**src/rtl/alu_iter_if.sv**
```systemverilog
// Operand/result bundle between the datapath controller and the iterative ALU.
// No latency of its own; it only carries signals.
// Backpressure: the controller may assert start only while busy is low. A start seen while busy is dropped.
interface alu_iter_if #(
    parameter int WIDTH = 16,
    parameter int SHW   = $clog2(WIDTH)
) ();
    logic             start;
    logic [3:0]       op;
    logic [WIDTH-1:0] acc_in;
    logic [WIDTH-1:0] br_in;
    logic [SHW-1:0]   shamt;
    logic [WIDTH-1:0] result;
    logic [WIDTH-1:0] result_hi;
    logic [3:0]       flags;
    logic             busy;
    logic             done;
    logic             err;

    // Controller side: issues operations and consumes results.
    modport master (
        output start, op, acc_in, br_in, shamt,
        input  result, result_hi, flags, busy, done, err
    );

    // ALU side.
    modport slave (
        input  start, op, acc_in, br_in, shamt,
        output result, result_hi, flags, busy, done, err
    );
endinterface

```
**src/rtl/alu_iter.sv**
```systemverilog
// Multi-cycle ALU. It provides a start/done handshake, shift-add MUL and restoring DIV (ALU_ITER_MULDIV_EN).
// Latency: single-cycle ops finish with done in the next cycle. MUL and DIV finish after WIDTH+1 cycles.
// Backpressure: start is accepted only in IDLE (busy low). A start seen while busy is dropped and not queued.
module alu_iter #(
    parameter int WIDTH = 16,
    parameter int SHW   = $clog2(WIDTH)
) (
    input  logic     clk,
    input  logic     rst,
    alu_iter_if.slave bus
);
    localparam int MSB = WIDTH - 1;

    localparam logic [3:0] OP_CLR = 4'd0;
    localparam logic [3:0] OP_ADD = 4'd1;
    localparam logic [3:0] OP_SUB = 4'd2;
    localparam logic [3:0] OP_SHL = 4'd5;
    localparam logic [3:0] OP_SHR = 4'd6;
    localparam logic [3:0] OP_AND = 4'd7;
    localparam logic [3:0] OP_OR  = 4'd8;
    localparam logic [3:0] OP_NOT = 4'd9;
    localparam logic [3:0] OP_SAR = 4'd10;

`ifdef ALU_ITER_MULDIV_EN
    localparam logic [3:0] OP_MUL = 4'd3;
    localparam logic [3:0] OP_DIV = 4'd4;
    localparam int         CW     = $clog2(WIDTH);

    typedef enum logic [1:0] {IDLE, MUL_RUN, DIV_RUN} state_t;
`else
    typedef enum logic [1:0] {IDLE} state_t;
`endif

    state_t           state_q, state_d;
    logic [WIDTH-1:0] result_q, result_d;
    logic [WIDTH-1:0] result_hi_q, result_hi_d;
    logic [3:0]       flags_q, flags_d;
    logic             busy_q, busy_d;
    logic             done_q, done_d;
    logic             err_q, err_d;

    logic [WIDTH-1:0] a, b;
    assign a = bus.acc_in;
    assign b = bus.br_in;

    // One spare bit catches the carry/borrow and the last bit shifted out.
    logic [WIDTH:0]        add_t, sub_t, shl_t, shr_t;
    logic signed [WIDTH:0] sar_t;
    assign add_t = {1'b0, a} + {1'b0, b};
    assign sub_t = {1'b0, a} - {1'b0, b};
    assign shl_t = {1'b0, a} << bus.shamt;
    assign shr_t = {a, 1'b0} >> bus.shamt;
    assign sar_t = $signed({a, 1'b0}) >>> bus.shamt;

    logic [WIDTH-1:0] sc_res, sc_hi;
    logic [3:0]       sc_flags;
    logic             sc_cf, sc_of, sc_err, sc_div0;

    // Result of every op that completes in the accepting cycle.
    always_comb begin
        sc_res  = a;
        sc_hi   = '0;
        sc_cf   = 1'b0;
        sc_of   = 1'b0;
        sc_err  = 1'b0;
        sc_div0 = 1'b0;
        case (bus.op)
            OP_CLR: sc_res = '0;
            OP_ADD: begin
                sc_res = add_t[MSB:0];
                sc_cf  = add_t[WIDTH];
                sc_of  = (a[MSB] == b[MSB]) && (add_t[MSB] != a[MSB]);
            end
            OP_SUB: begin
                sc_res = sub_t[MSB:0];
                sc_cf  = sub_t[WIDTH];
                sc_of  = (a[MSB] != b[MSB]) && (sub_t[MSB] != a[MSB]);
            end
            OP_SHL: begin
                sc_res = shl_t[MSB:0];
                sc_cf  = shl_t[WIDTH];
            end
            OP_SHR: begin
                sc_res = shr_t[WIDTH:1];
                sc_cf  = shr_t[0];
            end
            OP_SAR: begin
                sc_res = sar_t[WIDTH:1];
                sc_cf  = sar_t[0];
            end
            OP_AND: sc_res = a & b;
            OP_OR:  sc_res = a | b;
            OP_NOT: sc_res = ~b;
`ifdef ALU_ITER_MULDIV_EN
            OP_MUL: ;
            OP_DIV: begin
                // Only a zero divisor reaches this path. Non-zero divisors iterate.
                sc_res  = '1;
                sc_hi   = a;
                sc_div0 = 1'b1;
            end
`endif
            default: sc_err = 1'b1;
        endcase
        sc_flags = sc_div0 ? 4'b0100 : {(sc_res == '0), sc_cf, sc_of, sc_res[MSB]};
    end

`ifdef ALU_ITER_MULDIV_EN
    // hi holds the partial product or remainder. lo holds the multiplier or the dividend becoming the quotient.
    logic [WIDTH-1:0] hi_q, hi_d, lo_q, lo_d, dvs_q, dvs_d;
    logic [CW-1:0]    cnt_q, cnt_d;

    logic [WIDTH:0]   mul_sum, div_sh, div_diff;
    logic [WIDTH-1:0] mul_hi_n, mul_lo_n, div_hi_n, div_lo_n;
    logic             div_ge;

    // One shift-add step and one restoring-division step per cycle.
    always_comb begin
        mul_sum  = {1'b0, hi_q} + (lo_q[0] ? {1'b0, dvs_q} : '0);
        mul_hi_n = mul_sum[WIDTH:1];
        mul_lo_n = {mul_sum[0], lo_q[MSB:1]};
        div_sh   = {hi_q, lo_q[MSB]};
        div_diff = div_sh - {1'b0, dvs_q};
        div_ge   = !div_diff[WIDTH];
        div_hi_n = div_ge ? div_diff[MSB:0] : div_sh[MSB:0];
        div_lo_n = {lo_q[MSB-1:0], div_ge};
    end
`endif

    // Next-state logic: accept in IDLE, iterate in the RUN states, publish on the last step.
    always_comb begin
        state_d     = state_q;
        result_d    = result_q;
        result_hi_d = result_hi_q;
        flags_d     = flags_q;
        busy_d      = busy_q;
        done_d      = 1'b0;
        err_d       = err_q;
`ifdef ALU_ITER_MULDIV_EN
        hi_d  = hi_q;
        lo_d  = lo_q;
        dvs_d = dvs_q;
        cnt_d = cnt_q;
`endif
        case (state_q)
            IDLE: begin
                if (bus.start) begin
`ifdef ALU_ITER_MULDIV_EN
                    if (bus.op == OP_MUL || (bus.op == OP_DIV && b != '0)) begin
                        state_d = (bus.op == OP_MUL) ? MUL_RUN : DIV_RUN;
                        busy_d  = 1'b1;
                        hi_d    = '0;
                        lo_d    = a;
                        dvs_d   = b;
                        cnt_d   = '0;
                    end else
`endif
                    begin
                        result_d    = sc_res;
                        result_hi_d = sc_hi;
                        flags_d     = sc_flags;
                        err_d       = sc_err;
                        done_d      = 1'b1;
                    end
                end
            end
`ifdef ALU_ITER_MULDIV_EN
            MUL_RUN: begin
                hi_d  = mul_hi_n;
                lo_d  = mul_lo_n;
                cnt_d = cnt_q + CW'(1);
                if (cnt_q == CW'(WIDTH - 1)) begin
                    state_d     = IDLE;
                    busy_d      = 1'b0;
                    done_d      = 1'b1;
                    err_d       = 1'b0;
                    result_d    = mul_lo_n;
                    result_hi_d = mul_hi_n;
                    flags_d     = {({mul_hi_n, mul_lo_n} == '0), (mul_hi_n != '0),
                                   (mul_hi_n != '0), mul_lo_n[MSB]};
                end
            end
            DIV_RUN: begin
                hi_d  = div_hi_n;
                lo_d  = div_lo_n;
                cnt_d = cnt_q + CW'(1);
                if (cnt_q == CW'(WIDTH - 1)) begin
                    state_d     = IDLE;
                    busy_d      = 1'b0;
                    done_d      = 1'b1;
                    err_d       = 1'b0;
                    result_d    = div_lo_n;
                    result_hi_d = div_hi_n;
                    flags_d     = {(div_lo_n == '0), 1'b0, 1'b0, div_lo_n[MSB]};
                end
            end
`endif
            default: state_d = IDLE;
        endcase
    end

    // State register. Reset aborts any running op and wins over a simultaneous start.
    always_ff @(posedge clk) begin
        if (rst) begin
            state_q     <= IDLE;
            result_q    <= '0;
            result_hi_q <= '0;
            flags_q     <= 4'b0000;
            busy_q      <= 1'b0;
            done_q      <= 1'b0;
            err_q       <= 1'b0;
`ifdef ALU_ITER_MULDIV_EN
            hi_q  <= '0;
            lo_q  <= '0;
            dvs_q <= '0;
            cnt_q <= '0;
`endif
        end else begin
            state_q     <= state_d;
            result_q    <= result_d;
            result_hi_q <= result_hi_d;
            flags_q     <= flags_d;
            busy_q      <= busy_d;
            done_q      <= done_d;
            err_q       <= err_d;
`ifdef ALU_ITER_MULDIV_EN
            hi_q  <= hi_d;
            lo_q  <= lo_d;
            dvs_q <= dvs_d;
            cnt_q <= cnt_d;
`endif
        end
    end

    assign bus.result    = result_q;
    assign bus.result_hi = result_hi_q;
    assign bus.flags     = flags_q;
    assign bus.busy      = busy_q;
    assign bus.done      = done_q;
    assign bus.err       = err_q;
endmodule
```
**src/flat_wrapper.sv**
```systemverilog
// flat-port wrapper written by rule: the top's interface ports become plain ports
module alu_iter_flat 
#(
    parameter int WIDTH = 16,
    parameter int SHW   = $clog2(WIDTH)
)
  (clk, rst, bus_start, bus_op, bus_acc_in, bus_br_in, bus_shamt, bus_result, bus_result_hi, bus_flags, bus_busy, bus_done, bus_err);
  alu_iter_if #(.WIDTH(WIDTH), .SHW(SHW)) bus_i ();
  input  logic clk;
  input  logic rst;
  input wire logic [$bits(bus_i.start)-1:0] bus_start;
  input wire logic [$bits(bus_i.op)-1:0] bus_op;
  input wire logic [$bits(bus_i.acc_in)-1:0] bus_acc_in;
  input wire logic [$bits(bus_i.br_in)-1:0] bus_br_in;
  input wire logic [$bits(bus_i.shamt)-1:0] bus_shamt;
  output wire logic [$bits(bus_i.result)-1:0] bus_result;
  output wire logic [$bits(bus_i.result_hi)-1:0] bus_result_hi;
  output wire logic [$bits(bus_i.flags)-1:0] bus_flags;
  output wire logic [$bits(bus_i.busy)-1:0] bus_busy;
  output wire logic [$bits(bus_i.done)-1:0] bus_done;
  output wire logic [$bits(bus_i.err)-1:0] bus_err;
  assign bus_i.start = bus_start;
  assign bus_i.op = bus_op;
  assign bus_i.acc_in = bus_acc_in;
  assign bus_i.br_in = bus_br_in;
  assign bus_i.shamt = bus_shamt;
  assign bus_result = bus_i.result;
  assign bus_result_hi = bus_i.result_hi;
  assign bus_flags = bus_i.flags;
  assign bus_busy = bus_i.busy;
  assign bus_done = bus_i.done;
  assign bus_err = bus_i.err;
  alu_iter #(.WIDTH(WIDTH), .SHW(SHW)) u_core (.clk(clk), .rst(rst), .bus(bus_i));
endmodule
```
**config.mk**
```make
export PLATFORM = sky130hd
export DESIGN_NAME = alu_iter_flat
export DESIGN_NICKNAME = d
export VERILOG_FILES = /design/src/rtl/alu_iter_if.sv /design/src/rtl/alu_iter.sv /design/src/flat_wrapper.sv
export SDC_FILE = /design/constraint.sdc
export NUM_CORES = 1
export LEC_CHECK = 0
export BUFFER_PORTS_ARGS = -buffer_cell sky130_fd_sc_hd__buf_2
export CORE_UTILIZATION = 50
export DETAILED_ROUTE_END_ITERATION = 10
export PLACE_DENSITY_LB_ADDON = 0.05
export SETUP_SLACK_MARGIN = 0.02
export SYNTH_ARGS = -nofsm -noshare
export SYNTH_HDL_FRONTEND = slang
export SYNTH_SLANG_ARGS = --single-unit
```
**constraint.sdc**
```tcl
create_clock -name clk -period 3.9 [get_ports clk]
set_input_delay 0 -clock clk [delete_from_list [all_inputs] [get_ports clk]]
set_output_delay 0 -clock clk [all_outputs]
set_load 0.01 [all_outputs]
```
Word-level counts from Yosys, hierarchy flattened
Cells that the tools add are included.
{"block": "classes", "n_eq_ne": 12, "n_reduce_logical": 5, "n_shift": 3, "n_addsub": 2, "muxes": 5, "bitwise": 3}
{"operator": "$pmux 16 s9", "count": 1}
{"operator": "$add 16x16->17", "count": 1}
{"operator": "$shl 16x4->17", "count": 1}
{"operator": "$shr 17x4->17", "count": 1}
{"operator": "$sshr 17x4->17", "count": 1}
{"operator": "$sub 16x16->17", "count": 1}
{"operator": "$and 16x16->16", "count": 1}
{"operator": "$logic_not 16->1", "count": 1}
{"operator": "$not 16->16", "count": 1}
{"operator": "$or 16x16->16", "count": 1}
{"operator": "$eq 4x3->1 const B", "count": 3}
{"operator": "$eq 4x4->1 const B", "count": 3}
{"operator": "$reduce_or 9->1", "count": 1}
{"operator": "$pmux 1 s5", "count": 1}
{"operator": "$eq 4x1->1 const B", "count": 1}
{"operator": "$eq 4x2->1 const B", "count": 1}
{"operator": "$logic_not 4->1", "count": 1}
{"operator": "$ne 1x1->1", "count": 3}
{"operator": "$logic_and 1x1->1", "count": 2}
{"operator": "$mux 1", "count": 2}
{"operator": "$pmux 1 s2", "count": 1}
{"operator": "$eq 1x1->1", "count": 1}
{"block": "totals", "word_cells": 34, "output_inout_bits": 39, "regBits": 22}

Depth between registers and ports, before layout
Gate-level depths: netlist of the first run.
{"block": "depth", "ltp_word": 4, "mapped_depth": 14, "depth_no_buf": 13}

Worst setup path before layout of the first run
No wires, ideal clock.
{"block": "synth_path", "kind": "input to register", "start": "in bus_acc_in[9]", "end": "reg u_core.flags_q[3] (netlist: u_core.bus.flags[3])", "stages": 13, "setup_slack_ns": 1.200, "arrival_ns": 2.604, "cell_sequence": "clkbuf_1 > inv_1 > ha_1 > buf_2 > clkinv_1 > a2111oi_1 > a2111oi_0 > nor3_1 > nor3_1 > o32a_1 > nor4_2 > nand4bb_1 > o41ai_2"}
{"block": "synth_via", "elab_chain_len": 3}
{"item": "start, declared", "line_no": "flat_wrapper.sv:13", "source": "input wire logic [$bits(bus_i.acc_in)-1:0] bus_acc_in;"}
{"item": "$sub 16x16->17, or another cell as far along", "line_no": "alu_iter.sv:50", "source": "assign sub_t = {1'b0, a} - {1'b0, b};"}
{"item": "$pmux 16 s9 (*)", "line_no": "alu_iter.sv:67", "source": "case (bus.op)"}
{"item": "$logic_not 16->1 (*)", "line_no": "alu_iter.sv:105", "source": "sc_flags = sc_div0 ? 4'b0100 : {(sc_res == '0), sc_cf, sc_of, sc_res[MSB]};"}
{"item": "end signal, assigned", "line_no": "alu_iter.sv:222", "source": "flags_q <= flags_d;"}
{"item": "end, declared", "line_no": "alu_iter.sv:37", "source": "logic [3:0] flags_q, flags_d;"}
Every way passes the cells marked *; elsewhere a longest branch is shown, timed or not.
A chain may end at the register's enable or synchronous reset.

Final worst setup path of the first run
{"block": "layout_path", "start": "in bus_acc_in[5]", "end": "reg u_core.flags_q[3] (netlist: u_core.bus.flags[3])"}
Same word-level chain as after synthesis.

==> results of run 1 <==
## power by group
group,switching (mW),internal [mW]
clock network,0.0813,0.138
registers,0.00836,0.232
logic,0.487,0.284
total,0.576,0.653
## state kept, by name, indices dropped and copies added, names as in the netlist
register / flops
u_core.bus.flags: 4
u_core.bus.result: 15
u_core.bus.done: 1
u_core.bus.err: 1
## worst max-delay path: cells and delay by family
family          cells  cell delay, ps
buf+inv             2             380
fa+ha+maj           1             510
compound gates      5            1680
simple gates        4             770
## per-layer routing
layer	wire [um]	global-route usage	share of wire	vias to the layer above
met2	9830	0.597	0.44	429
met3	2280	0.0563	0.10	71
met5	0	0	0	-
li1	-	-	-	2847
met4	904	0.136	0.041	0
met1	9280	0.503	0.42	2965
## stage by stage
step / utilization / hold WS (ps) / setup WS (ps) / total power [mW]
after floorplan: - / 261 / 1200 / 0.796
after global placement: 0.537 / 383 / 702 / 0.984
after detailed placement: 0.537 / 393 / 570 / 0.987
after CTS: 0.544 / 126 / 825 / 1.21
after global routing: 0.544 / 157 / 582 / 1.29
final: 0.544 / 128 / 718 / 1.23
## path summary, 6_finish.rpt
kind,from,end
setup / recovery,bus_acc_in[5],u_core.bus.flags[3]
hold / removal,rst,u_core.bus.flags[1]
hold reg to reg,u_core.bus.result[2],u_core.bus.result[2]
setup reg to reg,u_core.bus.result[4],u_core.bus.result[4]
## synth_stat cells, types with 7 or more instances
master and n:
a21o_1 8, a211oi_1 17, a21oi_1 43, a22oi_1 7, o22ai_1 20, buf_4 28, mux4_2 14, mux2i_1 59
ha_1 52, o31ai_1 7, o21ai_0 31, nand3_1 14, dfxtp_1 21, inv_1 52, buf_6 10, buf_2 16
clkbuf_1 26, nand2b_1 10, o211ai_1 10, nand2_1 46, nor2b_1 8, nor2_1 59, nor3_1 21, xnor2_1 10
## cell type report
type                       count  area (sq um)  area share
clock buffer                   3          75.1      0.0125
clock inverter                 1          5.00    0.000830
inverter                      56           210      0.0349
multi-input combinational    614          4700       0.780
sequential                    21           420      0.0697
tap                          140           175      0.0291
timing repair buffer          80           440      0.0731
## logic make-up after synthesis
group	count (synthesis)	share of synthesized area
buffers and inverters	143	0.130
adders and majority gates	54	0.119
xor gates and xnor gates	12	0.0181
AOI/OAI and AO/OA	239	0.294
DFF	21	0.0724
and+or+nand+nor	209	0.191
muxes	83	0.176
other	1	0.000646
==> results.json, run 1 <==
{
  "globalRoute.totalOverflow": 0,
  "grt_max_degree": 38,
  "portBuffers": 64,
  "layout_commonest_cell": "buf_2",
  "relSlewSlack": 0.441,
  "fp.dieW_um": 110,
  "ys.flop_type": "dfxtp_1",
  "slew_viol_final": 0,
  "synthCells": 762,
  "drive_gt1_frac": 0.156,
  "yosys.area.top_type": "ha_1",
  "hold_class": "primary input to register",
  "initial_core_util": 0.524,
  "cts_made_buffers": 3,
  "worst-r2r-setup-slack_ps": 3120,
  "vias_per_cell": 6.90,
  "slowest_stage": "a2111oi_1",
  "cts_tree": "done",
  "skew_ps": 0,
  "cts_sinks": 21,
  "cap_violations": 0,
  "clk_path_buf_depth": 2,
  "hold_buffers": 0,
  "worstHoldPathCells": 2,
  "min_period_ps": 3180,
  "nets": 873,
  "synth_area_leaders": "ha_1 11%, mux2i_1 10%, dfxtp_1 7.2%",
  "core_area_sq_um": 11100,
  "path_max_fanout": 12,
  "syn_to_final_growth_pct": 3.88,
  "synth_top_cell_area_share": 0.112,
  "syn_avg_cell_area_sq_um": 7.62,
  "place_area_sq_um": 5950,
  "n_antenna_cell": 0,
  "fillers": 1100,
  "ys_seq_area_frac": 0.0724,
  "synth_edf_count": 0,
  "ys_seq_elements": 21,
  "power_density_nw_per_um2": 204,
  "grt_pass1_wl_um": 33800,
  "layoutNonFillerInstCount": 915,
  "crit_path_end_kind": "register",
  "ir_drop_mv": 0.458,
  "final.setup.tns_ps": 0,
  "cts_root_buffer": "clkbuf_16",
  "cp-start-kind": "primary input",
  "antenna_found_initial": 0,
  "first_pass_iters": 6,
  "grt_setup_unrepaired": "no",
  "finalSetupViolations": 0,
  "vias": 6312,
  "layout_common_cells": "64 x buf_2, 59 x nor2_1, 59 x mux2i_1",
  "drcViolationCount": 0,
  "synth_cell_type_count": 95,
  "cpPeakStageDelay_ps": 590,
  "insertion_delay_ps": 250,
  "track_usage": 0.372,
  "cp.required_ps": 4060,
  "gp_congestion": 0.990,
  "fmax_ghz": 0.314,
  "synthArstFlopShare": 0,
  "die_area_sq_um": 12000,
  "yosys_warnings": 0,
  "synth.cell_area_sq_um": 5800,
  "htreeDepth": 1,
  "tightestPinTransition_ps": 838,
  "cp_common_cell": "nor3_1",
  "final_antenna_net_count": 0,
  "drtIter0Drc": 897,
  "crit_type": "primary input to register",
  "rows": 38,
  "power.leakage_nw": 2.67,
  "design_area_sq_um": 6030,
  "status": "finished, final reports clean",
  "wl_per_cell_um": 24.4,
  "dp_hpwl_um": 17000,
  "die_h_um": 110,
  "ff2ff_path_depth": 3,
  "io_pins": 82,
  "first_global_vias": 5738,
  "cts_setup_buffers": 0,
  "post_cts_resized": 0,
  "dp_cells": 911,
  "post-route-period-util": 0.816,
  "cp_cell_sequence": "buf_2, inv_1, ha_1, o211ai_1, a2111oi_1, a2111oi_0, nor3_1, nor3_1, o32a_1, nor4_2, nand4bb_1, o41ai_2",
  "clkTransAtPathRegs_ps": 60,
  "hold_viol": 0,
  "routed_wl_um": 22300,
  "crit_arrival_ps": 3340
}
(Power assumes the default switching activity.)
==> run 2: changes to the inputs <==
Clock period 3.9 ns to 3.3 ns, I/O delays scaled along.
==> run 2 against run 1 <==
  * Die area stayed put
  * Utilization up 2.7 points
  * Count of clock-buffer cells in the layout did not move
  * Clock skew is the same
  * Final cell count rose by 4.3%
  * Via count rose by 3.5%
  * Sequential share of layout area decreased by 0.33 points
  * First-iteration DRC count is 24% lower
  * Setup slack got worse by 460 ps
  * Critical endpoint unchanged
==> results.json, run 2 (synthesis results as in run 1) <==
{
  "status": "finished, final reports clean",
  "path_max_fanout": 4,
  "final.setup.tns_ps": 0,
  "total_power_mw": 1.50,
  "first_pass_iters": 5,
  "die_area_sq_um": 12000,
  "ir_drop_mv": 0.338,
  "drtIter0Drc": 686,
  "io_pins": 82,
  "hold_viol": 0,
  "slew_viol_final": 0,
  "wl_per_cell_um": 23.8,
  "hold_buffers": 0,
  "cts_setup_buffers": 0,
  "p_comb_frac": 0.640,
  "relSlewSlack": 0.352,
  "grt_setup_unrepaired": "no",
  "insertion_delay_ps": 250,
  "first_global_vias": 5969,
  "layout_commonest_cell": "buf_2",
  "hold_start": "rst",
  "cpPeakStageDelay_ps": 800,
  "fmax_ghz": 0.329,
  "initial_core_util": 0.524,
  "antenna_found_initial": 0,
  "tightestPinTransition_ps": 969,
  "rr_startpoint": "u_core.bus.result[4]",
  "power.leakage_nw": 2.85,
  "drcViolationCount": 0,
  "clock_power_share": 0.170,
  "cts_made_buffers": 3,
  "cts_root_buffer": "clkbuf_16",
  "largest_register_ffs": 15,
  "grt_pass1_wl_um": 34600,
  "fp.dieW_um": 110,
  "vias_per_cell": 6.85,
  "power_density_nw_per_um2": 236,
  "core_area_sq_um": 11100,
  "r2r-end": "u_core.bus.result[4]",
  "worstHoldPathCells": 2,
  "fin_hold_ws_ps": 124,
  "grt_max_degree": 29,
  "internal_power_mw": 0.804,
  "syn_to_final_growth_pct": 9.03,
  "n_antenna_cell": 0,
  "post-route-period-util": 0.922,
  "dp_hpwl_um": 17900,
  "cp-start-kind": "primary input",
  "layout_common_cells": "64 x buf_2, 59 x nor2_1, 59 x mux2i_1",
  "pwr-share-seq": 0.190,
  "cp_cell_sequence": "buf_2, ha_1, inv_1, fa_1, nor2b_1, o21a_1, nor3_1, or3b_1, o32ai_1, nand4b_4, nor4_2, nand4bb_1, o41ai_2",
  "globalRoute.totalOverflow": 0,
  "slowest_stage": "o32ai_1",
  "gp_congestion": 1.01,
  "clkTransAtPathRegs_ps": 60,
  "portBuffers": 64,
  "worst-r2r-setup-slack_ps": 2530,
  "cap_violations": 0,
  "finalSetupViolations": 0,
  "min_period_ps": 3040,
  "skew_ps": 0,
  "clk_path_buf_depth": 2,
  "crit_type": "primary input to register",
  "cts_tree": "done",
  "rows": 38,
  "ff2ff_path_depth": 3,
  "vias": 6534,
  "sw_frac_of_total": 0.462,
  "p_switching_mw": 0.691,
  "cp.required_ps": 3460,
  "final_antenna_net_count": 0,
  "track_usage": 0.382,
  "crit_arrival_ps": 3200,
  "cts_sinks": 21,
  "hold_class": "primary input to register",
  "crit_path_end_kind": "register",
  "worstHoldEndpoint": "u_core.bus.result[5]",
  "post_cts_resized": 0,
  "drive_gt1_frac": 0.198,
  "nets": 912,
  "routed_wl_um": 22700,
  "die_h_um": 110,
  "htreeDepth": 1
}
==> run 2: layer usage <==
layer | global-route usage | up-vias | share of wire
met5 | 0 | - | 0
met2 | 0.617 | 444 | 0.44
met4 | 0.147 | 0 | 0.040
met3 | 0.0480 | 68 | 0.10
li1 | - | 2936 | -
met1 | 0.517 | 3086 | 0.41
==> run 2: final cells by class <==
cell class                 instances  area, sq um
tap                              140          175
clock buffer                       3         75.1
sequential                        21          420
fill                            1084         4750
clock inverter                     1         5.00
multi-input combinational        614         4710
timing repair buffer             119          733
inverter                          56          210
==> run 2: per-stage QoR <==
stage                     instances  setup WS (ps)  area (sq um)   util
final                           954            258          6330  0.571
after global routing            954           83.7          6330  0.571
after CTS                       954            337          6330  0.571
after detailed placement        950           64.8          6250  0.564
after global placement          950            195          6250  0.564
after floorplan                 778            600          5860      -
==> run 2: power by group through the flow <==
stage	clock network [mW]	logic, mW	registers (mW)
final	0.254	0.957	0.284
after global routing	0.267	1.02	0.286
after CTS	0.256	0.927	0.284
after detailed placement	0	0.922	0.289
after global placement	0	0.919	0.288
after floorplan	0	0.643	0.298
==> run 2: how the worst max path moves through the flow <==
stage,slack (ps),endpoint,start
floorplan,600,u_core.bus.flags[3],bus_acc_in[9]
global placement,190,u_core.bus.flags[3],bus_br_in[0]
detailed placement,60,u_core.bus.flags[3],bus_br_in[0]
CTS,340,u_core.bus.flags[3],bus_br_in[0]
global route,80,u_core.bus.flags[3],bus_br_in[0]
finish,260,u_core.bus.flags[3],bus_br_in[0]
==> run 2: critical path, delay by kind of cell <==
kind	cells	cell delay (ps)
compound gates	3	1220
fa+ha+maj	2	630
simple gates	6	1170
buf+inv	2	190
==> run 3: changes to the inputs <==
Settings changed: ABC_AREA from default to 1.
==> run 3 against run 2 <==
  * Count of clock-buffer cells in the layout did not move
  * Worst hold slack got worse by 39 ps
  * Register-to-register slack improved by 100 ps
  * Utilization fell by 1.9 points
  * Non-clock buffer count fell by 46
  * Largest power group unchanged
  * Combinational power fell by 15%
  * Setup slack improved by 800 ps
==> results.json, run 3 <==
{
  "cpPeakStageDelay_ps": 470,
  "crit_arrival_ps": 2430,
  "fmax_ghz": 0.447,
  "track_usage": 0.367,
  "clkTransAtPathRegs_ps": 70,
  "power.leakage_nw": 3.30,
  "htreeDepth": 1,
  "yosys_warnings": 0,
  "grt_most_used_layer": "met2",
  "vias": 7067,
  "fin_hold_ws_ps": 84.9,
  "rows": 37,
  "yosysMostFrequentCell": "nand2_1",
  "hold_viol": 0,
  "relSlewSlack": 0.534,
  "yosys.area.top_type": "nand2_1",
  "path_max_fanout": 5,
  "layout_commonest_cell": "nand2_1",
  "final_antenna_net_count": 0,
  "routed_wl_um": 20800,
  "die_h_um": 107,
  "grt_util_met2": 0.575,
  "synth.cell_area_sq_um": 5500,
  "cts_made_buffers": 3,
  "grt_setup_unrepaired": "no",
  "insertion_delay_ps": 250,
  "synth_cell_type_count": 37,
  "n_antenna_cell": 0,
  "vias_per_cell": 5.72,
  "synth_top_cell_area_share": 0.246,
  "syn_avg_cell_area_sq_um": 5.15,
  "initial_core_util": 0.523,
  "synth_edf_count": 0,
  "synth_common_cells": "360 x nand2_1, 191 x nand3_1, 115 x inv_1",
  "cp_common_cell": "nand3_1",
  "dp_hpwl_um": 16900,
  "worstHoldPathCells": 3,
  "first_global_vias": 6213,
  "tightestPinTransition_ps": 699,
  "syn_to_final_growth_pct": 5.62,
  "first_pass_iters": 6,
  "power_density_nw_per_um2": 217,
  "drive_gt1_frac": 0.0855,
  "clk_path_buf_depth": 2,
  "cp-start-kind": "primary input",
  "cap_violations": 0,
  "status": "finished, final reports clean",
  "skew_ps": 0,
  "min_period_ps": 2240,
  "grt_max_degree": 41,
  "slowest_stage": "o21ai_0",
  "synthArstFlopShare": 0,
  "cp_cell_sequence": "buf_2, inv_1, ha_1, inv_1, nand2_1, nand4_1, nand2_1, nand2_1, nand3_1, nand3_1, o21ai_0, nand3_1, nor2_1, nand3_1, a21oi_1",
  "cts_sinks": 21,
  "cts_tree": "done",
  "synth_area_leaders": "nand2_1 25%, nand3_1 17%, ha_1 12%",
  "drtIter0Drc": 799,
  "core_area_sq_um": 10500,
  "io_pins": 82,
  "ir_drop_mv": 0.250,
  "wl_per_cell_um": 16.8,
  "cp_top_family": "simple AND/OR/NAND/NOR gates",
  "post-route-period-util": 0.678,
  "hold_class": "primary input to register",
  "use_met1": 0.514,
  "grt.met3_usage": 0.0401,
  "synthCells": 1067,
  "cts_setup_buffers": 0,
  "ys_seq_elements": 21,
  "crit_path_end_kind": "register",
  "slew_viol_final": 0,
  "cp.required_ps": 3490,
  "layout_common_cells": "360 x nand2_1, 191 x nand3_1, 115 x inv_1",
  "ys.flop_type": "dfxtp_1",
  "final.setup.tns_ps": 0,
  "drcViolationCount": 0,
  "ys_seq_area_frac": 0.0765,
  "antenna_found_initial": 0,
  "finalSetupViolations": 0,
  "die_area_sq_um": 11400,
  "portBuffers": 64,
  "nets": 1198,
  "cts_root_buffer": "clkbuf_8",
  "gp_congestion": 1.03,
  "ff2ff_path_depth": 2,
  "largest_register_ffs": 15,
  "fp.dieW_um": 107,
  "crit_type": "primary input to register",
  "crit_cells": 15,
  "critPathBufInv": 3,
  "globalRoute.totalOverflow": 0,
  "grt_pass1_wl_um": 32600
}
-- run 3: cell count changes after synthesis, moves of 18 or more --
cell     delta
inv_1      +63
mux2i_1    -59
nand2_1   +314
nand3_1   +177
nor2_1     +46
o22ai_1    -18
-- run 3: layout make-up --
type / instances / area [sq um]
fill: 1220 / 4700
multi-input combinational: 879 / 4320
inverter: 123 / 462
sequential: 21 / 420
timing repair buffer: 73 / 390
tap: 136 / 170
clock buffer: 3 / 41.3
clock inverter: 1 / 5.00
-- run 3: path summary, 6_finish.rpt --
check / from / end / slack [ps]
max reg2reg: u_core.bus.flags[0] / u_core.bus.flags[0] / 2630
min reg2reg: u_core.bus.flags[2] / u_core.bus.flags[2] / 460
min: bus_start / u_core.bus.done / 80
max: bus_acc_in[2] / u_core.bus.flags[3] / 1060
-- run 3: worst register-to-register path, delay by kind of cell, from the launching register on --
family,cells,cell delay [ps]
compound gates,2,220
flops,1,330
-- run 3: cells by family (layout without fill, tap and decap cells) --
kind of cell | after synthesis | count (layout) | synth area share
compound gates | 115 | 115 | 0.113
fa+ha+maj | 54 | 54 | 0.126
buf+inv | 183 | 200 | 0.149
flops | 21 | 21 | 0.0765
other cells | 1 | 17 | 0.000682
simple gates | 693 | 693 | 0.536
-- run 3: power breakdown --
group	internal, mW	switching, mW	leakage, nW
Combinational	0.241	0.574	3.10
Clock	0.0839	0.0796	0.0255
Sequential	0.273	0.00863	0.174
Total	0.597	0.662	3.30
-- run 3: routing by layer --
layer | vias up | wire length [um] | share of wire
li1 | 3463 | - | -
met1 | 3122 | 8880 | 0.43
met2 | 428 | 8890 | 0.43
met3 | 54 | 2130 | 0.10
met4 | 0 | 860 | 0.041
met5 | - | 0 | 0
-- run 3: per-stage QoR --
step	instances	instance area, sq um	utilization	power (mW)	setup slack [ps]
global route	1236	5810	0.553	1.37	882
global placement	1231	5750	0.547	1.07	878
detailed placement	1231	5750	0.547	1.07	881
floorplan	1083	5560	-	0.853	1580
finish	1236	5810	0.553	1.26	1060
CTS	1236	5810	0.553	1.24	1130
-- run 3: what timing repair did --
| action | CTS | global route |
|---|---|---|
| hold buffers | 1 | 0 |
| resized for setup | 0 | 0 |
| hold endpoints to repair | 3 | 0 |
